## src/rtl/hazard_pkg.sv

```systemverilog
// Shared types and constants for the forwarding/hazard controller slice.
package hazard_pkg;

  localparam int unsigned DEF_REG_AW  = 5;
  localparam int unsigned DEF_NUM_RD  = 2;
  localparam int unsigned DEF_NUM_FWD = 2;
  localparam int unsigned DEF_MUL_LAT = 3;

  localparam int unsigned SEL_RF   = 0;
  localparam int unsigned REG_ZERO = 0;

  typedef enum logic [0:0] {
    IDLE = 1'b0,
    BUSY = 1'b1
  } mul_state_e;

  // Forward-select code for pipeline stage k (0 = EX).
  function automatic int unsigned fwd_code(input int unsigned stage);
    return stage + 1;
  endfunction

endpackage

```

## src/rtl/hazard_ctrl_if.sv

```systemverilog
// ID/pipeline-stage bundle seen by the hazard controller.
// Optional HAZ_STATS_EN adds the saturating statistics counters.
interface hazard_ctrl_if import hazard_pkg::*; #(
  parameter int unsigned REG_AW  = DEF_REG_AW,
  parameter int unsigned NUM_RD  = DEF_NUM_RD,
  parameter int unsigned NUM_FWD = DEF_NUM_FWD,
  parameter int unsigned SEL_W   = $clog2(NUM_FWD + 1)
);

  logic                      id_valid;
  logic [NUM_RD-1:0]         id_rd_en;
  logic [NUM_RD*REG_AW-1:0]  id_rd_addr;
  logic                      id_wr_en;
  logic [REG_AW-1:0]         id_wr_addr;
  logic                      id_is_mul;
  logic [NUM_FWD-1:0]        stg_wr_en;
  logic [NUM_FWD*REG_AW-1:0] stg_wr_addr;
  logic [NUM_FWD-1:0]        stg_is_load;

  logic [NUM_RD*SEL_W-1:0]   fwd_sel;
  logic                      stall;
  logic                      bubble;
  logic                      mul_busy;
  logic                      mul_done;
`ifdef HAZ_STATS_EN
  logic [31:0]               stat_loaduse;
  logic [31:0]               stat_mulstall;
  logic [31:0]               stat_fwd;
`endif

  modport master (
    output id_valid, id_rd_en, id_rd_addr, id_wr_en, id_wr_addr, id_is_mul,
    output stg_wr_en, stg_wr_addr, stg_is_load,
`ifdef HAZ_STATS_EN
    input  stat_loaduse, stat_mulstall, stat_fwd,
`endif
    input  fwd_sel, stall, bubble, mul_busy, mul_done
  );

  modport slave (
    input  id_valid, id_rd_en, id_rd_addr, id_wr_en, id_wr_addr, id_is_mul,
    input  stg_wr_en, stg_wr_addr, stg_is_load,
`ifdef HAZ_STATS_EN
    output stat_loaduse, stat_mulstall, stat_fwd,
`endif
    output fwd_sel, stall, bubble, mul_busy, mul_done
  );

endinterface

```

## src/rtl/hazard_mul_tracker.sv

```systemverilog
// Multicycle-multiply scoreboard: busy/countdown FSM, pending destination
// register and the RAW/WAW/structural stall compare against it.
module hazard_mul_tracker import hazard_pkg::*; #(
  parameter int unsigned REG_AW  = DEF_REG_AW,
  parameter int unsigned NUM_RD  = DEF_NUM_RD,
  parameter int unsigned MUL_LAT = DEF_MUL_LAT
) (
  input  logic                     clk,
  input  logic                     rst,
  input  logic                     id_valid,
  input  logic [NUM_RD-1:0]        id_rd_en,
  input  logic [NUM_RD*REG_AW-1:0] id_rd_addr,
  input  logic                     id_wr_en,
  input  logic [REG_AW-1:0]        id_wr_addr,
  input  logic                     id_is_mul,
  input  logic                     ext_stall,
  output logic                     mul_stall,
  output logic                     mul_busy,
  output logic                     mul_done
);

  localparam int unsigned CNT_W = $clog2(MUL_LAT);
  localparam logic [CNT_W-1:0] CNT_RELOAD = CNT_W'(MUL_LAT - 1);

  mul_state_e        state_q, state_d;
  logic [CNT_W-1:0]  cnt_q, cnt_d;
  logic [REG_AW-1:0] pend_q, pend_d;
  logic              done_q, done_d;

  logic raw_hit, waw_hit, struct_hit, pend_live, issue;

  always_comb begin
    raw_hit = 1'b0;
    for (int unsigned p = 0; p < NUM_RD; p++) begin
      if (id_rd_en[p] && id_rd_addr[p*REG_AW +: REG_AW] == pend_q)
        raw_hit = 1'b1;
    end
  end

  // The final (count 0) cycle writes back through the regfile bypass, so the
  // pending-register compare is only live while the count is non-zero.
  assign pend_live  = (state_q == BUSY) && (cnt_q != '0) &&
                      (pend_q != REG_AW'(REG_ZERO));
  assign waw_hit    = id_wr_en && (id_wr_addr == pend_q);
  assign struct_hit = (state_q == BUSY) && (cnt_q != '0) && id_is_mul;

  assign mul_stall = id_valid && ((pend_live && (raw_hit || waw_hit)) || struct_hit);
  assign issue     = id_valid && id_is_mul && !mul_stall && !ext_stall;

  always_comb begin
    state_d = state_q;
    cnt_d   = cnt_q;
    pend_d  = pend_q;
    done_d  = 1'b0;
    case (state_q)
      IDLE: begin
        if (issue) begin
          state_d = BUSY;
          cnt_d   = CNT_RELOAD;
          pend_d  = id_wr_addr;
        end
      end
      BUSY: begin
        if (cnt_q != '0) begin
          cnt_d  = cnt_q - 1'b1;
          done_d = (cnt_q == CNT_W'(1));
        end else if (issue) begin
          cnt_d  = CNT_RELOAD;
          pend_d = id_wr_addr;
        end else begin
          state_d = IDLE;
        end
      end
      default: state_d = IDLE;
    endcase
  end

  always_ff @(posedge clk or posedge rst) begin
    if (rst) begin
      state_q <= IDLE;
      cnt_q   <= '0;
      pend_q  <= '0;
      done_q  <= 1'b0;
    end else begin
      state_q <= state_d;
      cnt_q   <= cnt_d;
      pend_q  <= pend_d;
      done_q  <= done_d;
    end
  end

  assign mul_busy = (state_q == BUSY);
  assign mul_done = done_q;

endmodule

```

## src/rtl/hazard_ctrl.sv

```systemverilog
// Forwarding-select, load-use and multiply hazard controller beside the ID decoder.
// Optional HAZ_STATS_EN adds saturating stall/forward statistics counters.
module hazard_ctrl import hazard_pkg::*; #(
  parameter int unsigned REG_AW  = DEF_REG_AW,
  parameter int unsigned NUM_RD  = DEF_NUM_RD,
  parameter int unsigned NUM_FWD = DEF_NUM_FWD,
  parameter int unsigned MUL_LAT = DEF_MUL_LAT,
  parameter int unsigned SEL_W   = $clog2(NUM_FWD + 1)
) (
  input  logic         clk,
  input  logic         rst,
  hazard_ctrl_if.slave bus
);

  logic                    active;
  logic [SEL_W-1:0]        sel_arr [NUM_RD];
  logic                    lu_arr  [NUM_RD];
  logic [NUM_RD*SEL_W-1:0] fwd_flat;
  logic                    load_use;
  logic                    mul_stall;

  assign active = bus.id_valid && !rst;

  for (genvar p = 0; p < NUM_RD; p++) begin : g_port
    logic [REG_AW-1:0] ra;
    logic [SEL_W-1:0]  sel;
    logic              lu, fwd_found, shadowed, seen_load;

    assign ra = bus.id_rd_addr[p*REG_AW +: REG_AW];

    // Walk stages youngest first: the first non-load match forwards, and only
    // the youngest load stage can raise load-use, unless a younger match shadows it.
    always_comb begin
      sel       = SEL_W'(SEL_RF);
      lu        = 1'b0;
      fwd_found = 1'b0;
      shadowed  = 1'b0;
      seen_load = 1'b0;
      if (active && bus.id_rd_en[p] && ra != REG_AW'(REG_ZERO)) begin
        for (int unsigned k = 0; k < NUM_FWD; k++) begin
          if (bus.stg_wr_en[k] && bus.stg_is_load[k]) begin
            if (!seen_load && !shadowed &&
                bus.stg_wr_addr[k*REG_AW +: REG_AW] == ra)
              lu = 1'b1;
            seen_load = 1'b1;
          end else if (bus.stg_wr_en[k] &&
                       bus.stg_wr_addr[k*REG_AW +: REG_AW] == ra) begin
            shadowed = 1'b1;
            if (!fwd_found) begin
              sel       = SEL_W'(fwd_code(k));
              fwd_found = 1'b1;
            end
          end
        end
      end
    end

    assign sel_arr[p] = sel;
    assign lu_arr[p]  = lu;
  end

  always_comb begin
    fwd_flat = '0;
    load_use = 1'b0;
    for (int unsigned p = 0; p < NUM_RD; p++) begin
      fwd_flat[p*SEL_W +: SEL_W] = sel_arr[p];
      load_use = load_use | lu_arr[p];
    end
  end

  hazard_mul_tracker #(
    .REG_AW  (REG_AW),
    .NUM_RD  (NUM_RD),
    .MUL_LAT (MUL_LAT)
  ) u_mul (
    .clk        (clk),
    .rst        (rst),
    .id_valid   (active),
    .id_rd_en   (bus.id_rd_en),
    .id_rd_addr (bus.id_rd_addr),
    .id_wr_en   (bus.id_wr_en),
    .id_wr_addr (bus.id_wr_addr),
    .id_is_mul  (bus.id_is_mul),
    .ext_stall  (load_use),
    .mul_stall  (mul_stall),
    .mul_busy   (bus.mul_busy),
    .mul_done   (bus.mul_done)
  );

  assign bus.fwd_sel = fwd_flat;
  assign bus.stall   = load_use || mul_stall;
  assign bus.bubble  = load_use || mul_stall;

`ifdef HAZ_STATS_EN
  logic [31:0] st_lu_q, st_ms_q, st_fw_q;

  always_ff @(posedge clk or posedge rst) begin
    if (rst) begin
      st_lu_q <= '0;
      st_ms_q <= '0;
      st_fw_q <= '0;
    end else begin
      if (load_use && st_lu_q != '1)
        st_lu_q <= st_lu_q + 32'd1;
      if (mul_stall && st_ms_q != '1)
        st_ms_q <= st_ms_q + 32'd1;
      if ((|fwd_flat) && st_fw_q != '1)
        st_fw_q <= st_fw_q + 32'd1;
    end
  end

  assign bus.stat_loaduse  = st_lu_q;
  assign bus.stat_mulstall = st_ms_q;
  assign bus.stat_fwd      = st_fw_q;
`endif

endmodule

```

## src/flat_wrapper.sv

```systemverilog
// flat-port wrapper written by rule: the top's interface ports become plain ports
module hazard_ctrl_flat import hazard_pkg::*;
#(
  parameter int unsigned REG_AW  = DEF_REG_AW,
  parameter int unsigned NUM_RD  = DEF_NUM_RD,
  parameter int unsigned NUM_FWD = DEF_NUM_FWD,
  parameter int unsigned MUL_LAT = DEF_MUL_LAT,
  parameter int unsigned SEL_W   = $clog2(NUM_FWD + 1)
)
  (clk, rst, bus_id_valid, bus_id_rd_en, bus_id_rd_addr, bus_id_wr_en, bus_id_wr_addr, bus_id_is_mul, bus_stg_wr_en, bus_stg_wr_addr, bus_stg_is_load, bus_fwd_sel, bus_stall, bus_bubble, bus_mul_busy, bus_mul_done);
  hazard_ctrl_if #(.REG_AW(REG_AW), .NUM_RD(NUM_RD), .NUM_FWD(NUM_FWD), .SEL_W(SEL_W)) bus_i ();
  input  logic clk;
  input  logic rst;
  input wire logic [$bits(bus_i.id_valid)-1:0] bus_id_valid;
  input wire logic [$bits(bus_i.id_rd_en)-1:0] bus_id_rd_en;
  input wire logic [$bits(bus_i.id_rd_addr)-1:0] bus_id_rd_addr;
  input wire logic [$bits(bus_i.id_wr_en)-1:0] bus_id_wr_en;
  input wire logic [$bits(bus_i.id_wr_addr)-1:0] bus_id_wr_addr;
  input wire logic [$bits(bus_i.id_is_mul)-1:0] bus_id_is_mul;
  input wire logic [$bits(bus_i.stg_wr_en)-1:0] bus_stg_wr_en;
  input wire logic [$bits(bus_i.stg_wr_addr)-1:0] bus_stg_wr_addr;
  input wire logic [$bits(bus_i.stg_is_load)-1:0] bus_stg_is_load;
  output wire logic [$bits(bus_i.fwd_sel)-1:0] bus_fwd_sel;
  output wire logic [$bits(bus_i.stall)-1:0] bus_stall;
  output wire logic [$bits(bus_i.bubble)-1:0] bus_bubble;
  output wire logic [$bits(bus_i.mul_busy)-1:0] bus_mul_busy;
  output wire logic [$bits(bus_i.mul_done)-1:0] bus_mul_done;
  assign bus_i.id_valid = bus_id_valid;
  assign bus_i.id_rd_en = bus_id_rd_en;
  assign bus_i.id_rd_addr = bus_id_rd_addr;
  assign bus_i.id_wr_en = bus_id_wr_en;
  assign bus_i.id_wr_addr = bus_id_wr_addr;
  assign bus_i.id_is_mul = bus_id_is_mul;
  assign bus_i.stg_wr_en = bus_stg_wr_en;
  assign bus_i.stg_wr_addr = bus_stg_wr_addr;
  assign bus_i.stg_is_load = bus_stg_is_load;
  assign bus_fwd_sel = bus_i.fwd_sel;
  assign bus_stall = bus_i.stall;
  assign bus_bubble = bus_i.bubble;
  assign bus_mul_busy = bus_i.mul_busy;
  assign bus_mul_done = bus_i.mul_done;
  hazard_ctrl #(.REG_AW(REG_AW), .NUM_RD(NUM_RD), .NUM_FWD(NUM_FWD), .MUL_LAT(MUL_LAT), .SEL_W(SEL_W)) u_core (.clk(clk), .rst(rst), .bus(bus_i));
endmodule
```

## config.mk

```make
export PLATFORM = sky130hd
export DESIGN_NAME = hazard_ctrl_flat
export DESIGN_NICKNAME = d
export VERILOG_FILES = /design/src/rtl/hazard_pkg.sv /design/src/rtl/hazard_ctrl_if.sv /design/src/rtl/hazard_mul_tracker.sv /design/src/rtl/hazard_ctrl.sv /design/src/flat_wrapper.sv
export SDC_FILE = /design/constraint.sdc
export NUM_CORES = 1
export LEC_CHECK = 0
export ABC_AREA = 1
export BUFFER_PORTS_ARGS = -buffer_cell sky130_fd_sc_hd__buf_2
export CORE_ASPECT_RATIO = 1.4
export CORE_MARGIN = 1.5
export CORE_UTILIZATION = 30
export DETAILED_ROUTE_END_ITERATION = 8
export PLACE_DENSITY = 0.63
export SKIP_CTS_REPAIR_TIMING = 1
export SYNTH_ARGS = -nofsm -noshare
export SYNTH_HDL_FRONTEND = slang
export SYNTH_SLANG_ARGS = --single-unit
```

## constraint.sdc

```tcl
create_clock -name clk -period 1.7 [get_ports clk]
set_input_delay 0.255 -clock clk [delete_from_list [all_inputs] [get_ports clk]]
set_output_delay 0.255 -clock clk [all_outputs]
set_load 0.05 [all_outputs]
```

==> results.txt, run 1 <==
----------------------------------------------------
[Die]
  Core area ... roughly 0.0037 sq mm
  Overall die height ... 76.7 um
  DIE WIDTH ... 55.6 um
  Number of placement rows ... 26
  Die Outline Area ... 0.00426 sq mm
  IO Pins ... 44
  Initial core utilization ... 31.6%

[Min path]
  Worst min-delay path class ... in -> async

[Timing]
  PnR worst setup slack ... -0.0653 ns
  Maximum clock frequency ... 0.566 GHz
  Tightest Pin Transition ... 0.470 ns
  Final Hold Viols ... 0
  Worst slew margin ... approximately 69%
  Final min period ... 1.77 ns
  Period utilization ... 104%
  Fin Clk Skew ... 0.00349 ns
  Final setup viols ... 2
  Setup repair after global routing missed its margin ... true
  Final Max Slew Viols ... 0

[Placed design]
  Area after detailed placement ... 0.00156 sq mm
  Estimated wirelength of the detail-placed design ... 3020 um
  Final Wtd Congestion ... 0.943
  Number of placed cells counting well taps ... 323
  I/O Buffers ... 43

[GRT]
  Largest net degree at the start of global routing ... 10
  Overflow left after global routing ... 0
  Antenna violations before repair ... 0
  Vias in the first global route ... 1446
  Global-route wire length before repair ... 5850 um
  Combined global-route utilization of all metal layers ... 16.8%

[Drt]
  Met1 routed wirelength after detailed routing ... 1420 um
  Final routed DRC violation total ... 0
  Wire length after detailed routing ... 3520 um
  Number of vias per cell after detailed routing ... 4.67
  Count of TritonRoute iterations in the first routing pass ... 4
  Count of antenna-violating nets left after detailed routing ... 0
  Vias after detailed routing ... 1540
  DR WL met2 ... approximately 1800 um
  1st-iter DRT viols ... 67
  Top Layer Used ... met4
  Total length of routed met3 wires ... 152 um
  Post-detailed-route wirelength per cell ... about 11 um

[Yosys]
  Synthesized instance count ... 228
  Sequential cell area fraction in the yosys report ... 19.4%
  Avg Inst Size Synth ... 5.10 sq um
  Seq cells post-synth ... 9
  Warning count from the yosys run ... 0
  Post-synth top area share ... approximately 36%
  Post-synth top area cell ... sky130_fd_sc_hd__nand2_1
  Post-synthesis instance area ... 0.00116 sq mm
  Netlist cell types ... 20
  Most area-consuming cells after synthesis ... sky130_fd_sc_hd__nand2_1, sky130_fd_sc_hd__dfrtp_1, sky130_fd_sc_hd__nor2_1
  Total nets after synthesis ... 264

[Setup path]
  Worst Setup End Kind ... primary output
  Type of the worst setup path ... reg -> out
  Required time worst endpoint ... between 1 and 1.5 ns
  Startpoint Class ... register
  Data arrival time of the worst path ... about 1.5 ns
  CP Max Fanout ... 6

[Layout]
  Share of final-layout standard cells stronger than drive strength 1 ... 35.1%
  Total Nets Final ... 325
  Post-Layout Inst Area ... 0.00169 sq mm
  Multi-input combinational cell area ... 848 sq um
  Number of antenna diodes ... 0
  Utilization after layout ... a little under half
  Filler Cells Inserted ... 422
  Number of standard cells in the layout, taps in and fillers out ... between 300 and 400
  Syn-to-layout area delta ... 45.1%
  Sequential cell area ... 230 sq um

[Clocking]
  Worst-Skew Late Latency ... about 0.23 ns
  Clock tree from TritonCTS ... done
  # H-tree levels ... 1
  Clock tree sinks ... 9
  Number of buffers inserted during clock tree synthesis ... 3
  Longest Clk Path Bufs ... 2
  Post-CTS clock slew at the launch and capture registers of the worst setup and hold paths ... 0.04 ns
  Cell at the root of the clock tree ... sky130_fd_sc_hd__clkbuf_8

[Run status]
  Failing checks ... setup timing
  Result of the run ... finished with violations

[Power]
  Maximum VDD drop ... 611 uV
  Leak pwr ... between 0.9 and 1 nW
  Power density over the cells ... 642 mW/mm^2

[Job]
  Max_cap viols ... 0

----------------------------------------------------
==> synth_stat cells <==
library cell	instances
sky130_fd_sc_hd__nand3_1	11
sky130_fd_sc_hd__nor3_1	7
sky130_fd_sc_hd__a21oi_2	1
sky130_fd_sc_hd__clkinv_4	1
sky130_fd_sc_hd__nand3_2	2
sky130_fd_sc_hd__o21ai_1	2
sky130_fd_sc_hd__nand2_1	111
sky130_fd_sc_hd__nand2_2	2
sky130_fd_sc_hd__inv_2	11
sky130_fd_sc_hd__buf_4	1
sky130_fd_sc_hd__inv_1	25
sky130_fd_sc_hd__nor2_2	4
sky130_fd_sc_hd__nand4_1	6
sky130_fd_sc_hd__dfrtp_1	9
sky130_fd_sc_hd__xnor2_1	2
sky130_fd_sc_hd__nand3_4	1
sky130_fd_sc_hd__nor4_1	2
sky130_fd_sc_hd__o21ai_0	2
sky130_fd_sc_hd__a21oi_1	2
sky130_fd_sc_hd__nor2_1	26
==> critical path: stages, from the launching register on <==
cell                      delay (ns)
sky130_fd_sc_hd__dfrtp_2        0.44
sky130_fd_sc_hd__inv_2          0.09
sky130_fd_sc_hd__nand2_1        0.05
sky130_fd_sc_hd__a21oi_1        0.12
sky130_fd_sc_hd__nand3_1        0.09
sky130_fd_sc_hd__nand3_1        0.08
sky130_fd_sc_hd__nand2_1        0.05
sky130_fd_sc_hd__nand2_1        0.06
sky130_fd_sc_hd__nand2_2        0.07
sky130_fd_sc_hd__nand2_4        0.08
sky130_fd_sc_hd__buf_8          0.14
==> final timing paths <==
kind,startpoint,end,slack [ns],cells past startpoint
max,u_core.u_mul.pend_q[2]$_DFFE_PP0P_,bus_stall,-0.07,10
min,rst,u_core.u_mul.pend_q[0]$_DFFE_PP0P_,0.03,3
max reg2reg,u_core.u_mul.pend_q[0]$_DFFE_PP0P_,u_core.u_mul.pend_q[1]$_DFFE_PP0P_,0.14,13
min reg2reg,u_core.u_mul.cnt_q[1]$_DFF_PP0_,u_core.u_mul.mul_done$_DFF_PP0_,0.46,1
max in group asynchronous,rst,u_core.u_mul.mul_busy$_DFF_PP0_,1.52,3
min in group clk,bus_id_wr_addr[2],u_core.u_mul.pend_q[2]$_DFFE_PP0P_,0.31,3
==> area by class of cell <==
cell class,instances,area share (%)
inverter,37,8.75
sequential,9,13.6
multi-input combinational,181,50.3
tap,42,3.12
clock buffer,4,2.67
timing repair buffer,57,21.5
==> kinds of logic (layout without fill, tap and decap cells) <==
family	after synthesis	in the layout	share of synthesized area [%]
compound gates	7	7	3.34
xor+xnor	2	2	1.51
buf+inv	38	98	13.0
flops	9	9	19.4
simple gates	172	172	62.8
==> through the flow <==
stage	setup TNS, ns	worst slack, ns	hold WS [ns]	total power [W]
after floorplan	0	0.0108	0.0422	0.000657
after global placement	-0.140	-0.0464	0.287	0.000815
after detailed placement	-0.120	-0.0476	0.288	0.000818
after CTS	-0.507	-0.216	0.0420	0.00107
after global routing	-0.429	-0.163	0.0417	0.00118
final	-0.130	-0.0653	0.0299	0.00108
==> where the power goes <==
group | internal, W | switching, W
registers | 0.000276 | 0.0000620
logic | 0.000185 | 0.000318
clock network | 0.000163 | 0.0000791
total | 0.000624 | 0.000459
==> placed cells by master, fill, tap and decap left out, drive strengths merged <==
| cell type | instances |
|---|---|
| nand2 | 113 |
| buf | 55 |
| inv | 35 |
| nor2 | 30 |
| nand3 | 14 |
| dfrtp | 9 |
| nor3 | 7 |
| nand4 | 6 |
| clkbuf | 6 |
| o21ai | 4 |
| a21oi | 3 |
| xnor2 | 2 |
| nor4 | 2 |
| clkinvlp | 1 |
| clkinv | 1 |
==> routing by layer <==
layer	GRT usage, %	vias up
met2	32.5	45
met1	17.5	662
met3	1.85	9
li1	-	824
met5	0	-
met4	7.80	0
==> sequential cells by signal, summed over array words and instances, names as in the netlist <==
| name | count |
|---|---|
| u_core.u_mul.cnt_q | 2 |
| u_core.u_mul.mul_busy | 1 |
| u_core.u_mul.mul_done | 1 |
| u_core.u_mul.pend_q | 5 |
(Power assumes the default switching activity.)
==> run 2: changes to the inputs <==
- CORE_ASPECT_RATIO: 1.4 -> 1.25
- clock period: 1.7 -> 2 ns (I/O delays scaled with it)
==> run 2 against run 1 <==
Against the previous run: register-to-register slack better by 0.23 ns; cell count down 3.9%; global-route usage increased by 0.36 points; critical path type unchanged; setup slack improved by 0.21 ns; flip-flop and latch count stayed put; sequential share of layout area rose by 1.5 points; critical path depth unchanged; non-clock buffer count shrank 11; clock power down 17%; the flow now finishes without violations.
==> results.txt, run 2 (synthesized netlist as in run 1, its figures left out) <==
----------------------------------------------------
[Drt]
  Post-detailed-route wirelength per cell ... 11.0 um (+3.0%)
  Wire length after detailed routing ... 3480 um (-1.1%)
  Final routed DRC violation total ... 0 (unchanged)
  Count of TritonRoute iterations in the first routing pass ... 5 (+1)
  Count of antenna-violating nets left after detailed routing ... 0 (unchanged)
  Number of vias per cell after detailed routing ... 4.60 (-1.5%)
  Vias after detailed routing ... 1457 (-5.4%)
  1st-iter DRT viols ... 75 (+12%)

[Timing]
  Final Hold Viols ... 0 (unchanged)
  Final setup viols ... 0 (-2)
  Maximum clock frequency ... 0.540 GHz
  Fin Clk Skew ... 0.00225 ns (-0.00124 ns)
  Period utilization ... 92.6%
  Setup repair after global routing missed its margin ... true
  Tightest Pin Transition ... 0.459 ns (-0.0108 ns)
  Final Max Slew Viols ... 0 (unchanged)
  Worst slew margin ... 69.3% (+0.72 points)
  Final min period ... 1.85 ns

[Clocking]
  Longest Clk Path Bufs ... 2 (unchanged)
  # H-tree levels ... 1 (unchanged)
  Post-CTS clock slew at the launch and capture registers of the worst setup and hold paths ... 0.04 ns (about the same)
  Cell at the root of the clock tree ... sky130_fd_sc_hd__clkbuf_8
  Number of buffers inserted during clock tree synthesis ... 3 (unchanged)
  Worst-Skew Late Latency ... 0.22 ns (about the same)
  Clock tree sinks ... 9 (unchanged)
  Clock tree from TritonCTS ... done

[Placed design]
  I/O Buffers ... 43 (unchanged)
  Estimated wirelength of the detail-placed design ... 2970 um (-1.6%)
  Final Wtd Congestion ... 0.912 (-3.3%)
  Area after detailed placement ... 0.00147 sq mm (-5.8%)
  Number of placed cells counting well taps ... 313 (-3.1%)

[Layout]
  Max reg flops ... 5 (unchanged)
  Syn-to-layout area delta ... 31.0%
  Total Nets Final ... 314 (-3.4%)
  Filler Cells Inserted ... 428 (+1.4%)
  Number of standard cells in the layout, taps in and fillers out ... 317 (-3.9%)
  Post-Layout Inst Area ... 0.00152 sq mm (-9.7%)
  Number of antenna diodes ... 0 (unchanged)
  Biggest regs ... u_core.u_mul.pend_q x5, u_core.u_mul.cnt_q x2
  Largest register by flop count ... u_core.u_mul.pend_q
  Commonest non-fill, non-tap cells in the layout ... sky130_fd_sc_hd__nand2_1, sky130_fd_sc_hd__buf_2, sky130_fd_sc_hd__nor2_1, sky130_fd_sc_hd__inv_1
  Most common cell after layout, fill and taps aside ... sky130_fd_sc_hd__nand2_1
  Share of final-layout standard cells stronger than drive strength 1 ... 28.9% (-6.2 points)

[Min path]
  Worst min-delay path class ... in -> async

[Setup path]
  Destination of the worst register-to-register timing path ... u_core.u_mul.pend_q[1]$_DFFE_PP0P_
  CP Max Fanout ... 6 (unchanged)
  Data arrival time of the worst path ... 1.55 ns (+0.04 ns)
  Max incr delay on CP ... 0.38 ns (-0.06 ns)
  Levels on crit path ... 10 (unchanged)
  Kind of cell adding the most delay to the critical path ... simple AND/OR/NAND/NOR gates
  Slowest cell on crit path ... sky130_fd_sc_hd__dfrtp_1
  Cell chain of the critical path ... inv_1 -> nor2_1 -> a21oi_1 -> nand3_1 -> nand3_1 -> nand2_1 -> nand2_1 -> nand2_2 -> nand2_2 -> buf_4
  Critical Path Start ... u_core.u_mul.pend_q[4]$_DFFE_PP0P_
  Worst Setup End Kind ... primary output
  Worst path buffer plus inverter count ... 2 (unchanged)
  Startpoint Class ... register
  Internal reg-to-reg setup slack ... 0.37 ns (+0.23 ns)
  Crit path capture ... bus_bubble
  Type of the worst setup path ... reg -> out
  Critical R2R Launch ... u_core.u_mul.pend_q[4]$_DFFE_PP0P_
  Required time worst endpoint ... 1.70 ns (+0.26 ns)
  Logic depth of the worst register-to-register path ... 13 (unchanged)

[Die]
  Die Outline Area ... 0.00426 sq mm (about the same)
  Core area ... 0.00375 sq mm (+2.1%)
  Initial core utilization ... 31.0% (-0.65 points)
  Number of placement rows ... 25 (-3.8%)
  IO Pins ... 44 (unchanged)
  DIE WIDTH ... 58.7 um (+5.5%)
  Overall die height ... 72.6 um (-5.3%)

[GRT]
  Antenna violations before repair ... 0 (unchanged)
  Global-route wire length before repair ... 5750 um (-1.8%)
  Largest net degree at the start of global routing ... 10 (unchanged)
  Combined global-route utilization of all metal layers ... 17.2% (+0.36 points)
  Vias in the first global route ... 1374 (-5.0%)
  Overflow left after global routing ... 0 (unchanged)

[Power]
  Maximum VDD drop ... 479 uV (-22%)
  Leak pwr ... 0.934 nW (-5.0%)
  Total design power ... 0.000886 W (-18%)
  Power density over the cells ... 582 mW/mm^2 (-9.4%)

[Job]
  Max_cap viols ... 0 (unchanged)

[Run status]
  Result of the run ... finished, final reports clean

----------------------------------------------------
run 2: changes by cell type in the layout (fill, tap and decap cells not counted), sizes merged:
cell,before,now
buf,55,46
inv,35,36
clkinvlp,1,0
clkbuf,6,4
run 2: final cells by class:
cell class                      count  area (sq um)  area share [%]
Timing Repair Buffer               46           243            15.9
Sequential cell                     9           230            15.1
Multi-Input combinational cell    181           811            53.2
Clock buffer                        4          45.0            2.96
Inverter                           37           144            9.45
Tap cell                           40          50.0            3.29
run 2: through the flow:
stage	hold slack (ns)	utilization [%]	setup WS (ns)	TNS [ns]
3_3_place_gp	0.308	39.1	0.130	0
4_1_cts	0.0630	40.3	0.0435	0
2_1_floorplan	0.136	-	-0.108	-0.215
6_report	0.0587	40.6	0.147	0
5_1_grt	0.0992	40.6	0.00324	0
3_5_place_dp	0.305	39.1	0.159	0
run 2: how the worst min path moves through the flow:
stage	startpoint	endpoint	depth (start not counted)
finish	rst	u_core.u_mul.cnt_q[1]$_DFF_PP0_	3
global route	rst	u_core.u_mul.pend_q[0]$_DFFE_PP0P_	3
CTS	rst	u_core.u_mul.cnt_q[1]$_DFF_PP0_	3
detailed placement	rst	u_core.u_mul.mul_done$_DFF_PP0_	3
global placement	rst	u_core.u_mul.mul_done$_DFF_PP0_	3
floorplan	rst	u_core.u_mul.cnt_q[0]$_DFF_PP0_	1
run 2: worst register-to-register path, stage by stage (launching register included):
cell and delay [ns]:
sky130_fd_sc_hd__dfrtp_1 0.38, sky130_fd_sc_hd__inv_1 0.16, sky130_fd_sc_hd__nand2_1 0.07, sky130_fd_sc_hd__nand2_1 0.06, sky130_fd_sc_hd__nor2_1 0.04, sky130_fd_sc_hd__nand3_1 0.08
sky130_fd_sc_hd__nand3_1 0.09, sky130_fd_sc_hd__nand2_1 0.07, sky130_fd_sc_hd__nand2_1 0.06, sky130_fd_sc_hd__nand2_2 0.07, sky130_fd_sc_hd__buf_4 0.15, sky130_fd_sc_hd__nand3_4 0.13
sky130_fd_sc_hd__nand2_1 0.10, sky130_fd_sc_hd__nand2_1 0.05
run 2: power breakdown:
group          switching [W]  total (W)  internal, W
Sequential         0.0000489   0.000283     0.000234
Combinational       0.000262   0.000402     0.000140
Clock              0.0000627   0.000201     0.000138
Total               0.000373   0.000886     0.000513
run 2: per-layer routing:
layer | routed length (um) | track usage [%] | vias up
met1 | 1460 | 19.3 | 621
met3 | 158 | 1.24 | 2
met5 | 0 | 0 | -
li1 | - | - | 796
met4 | 8 | 3.79 | 0
met2 | 1860 | 34.2 | 38
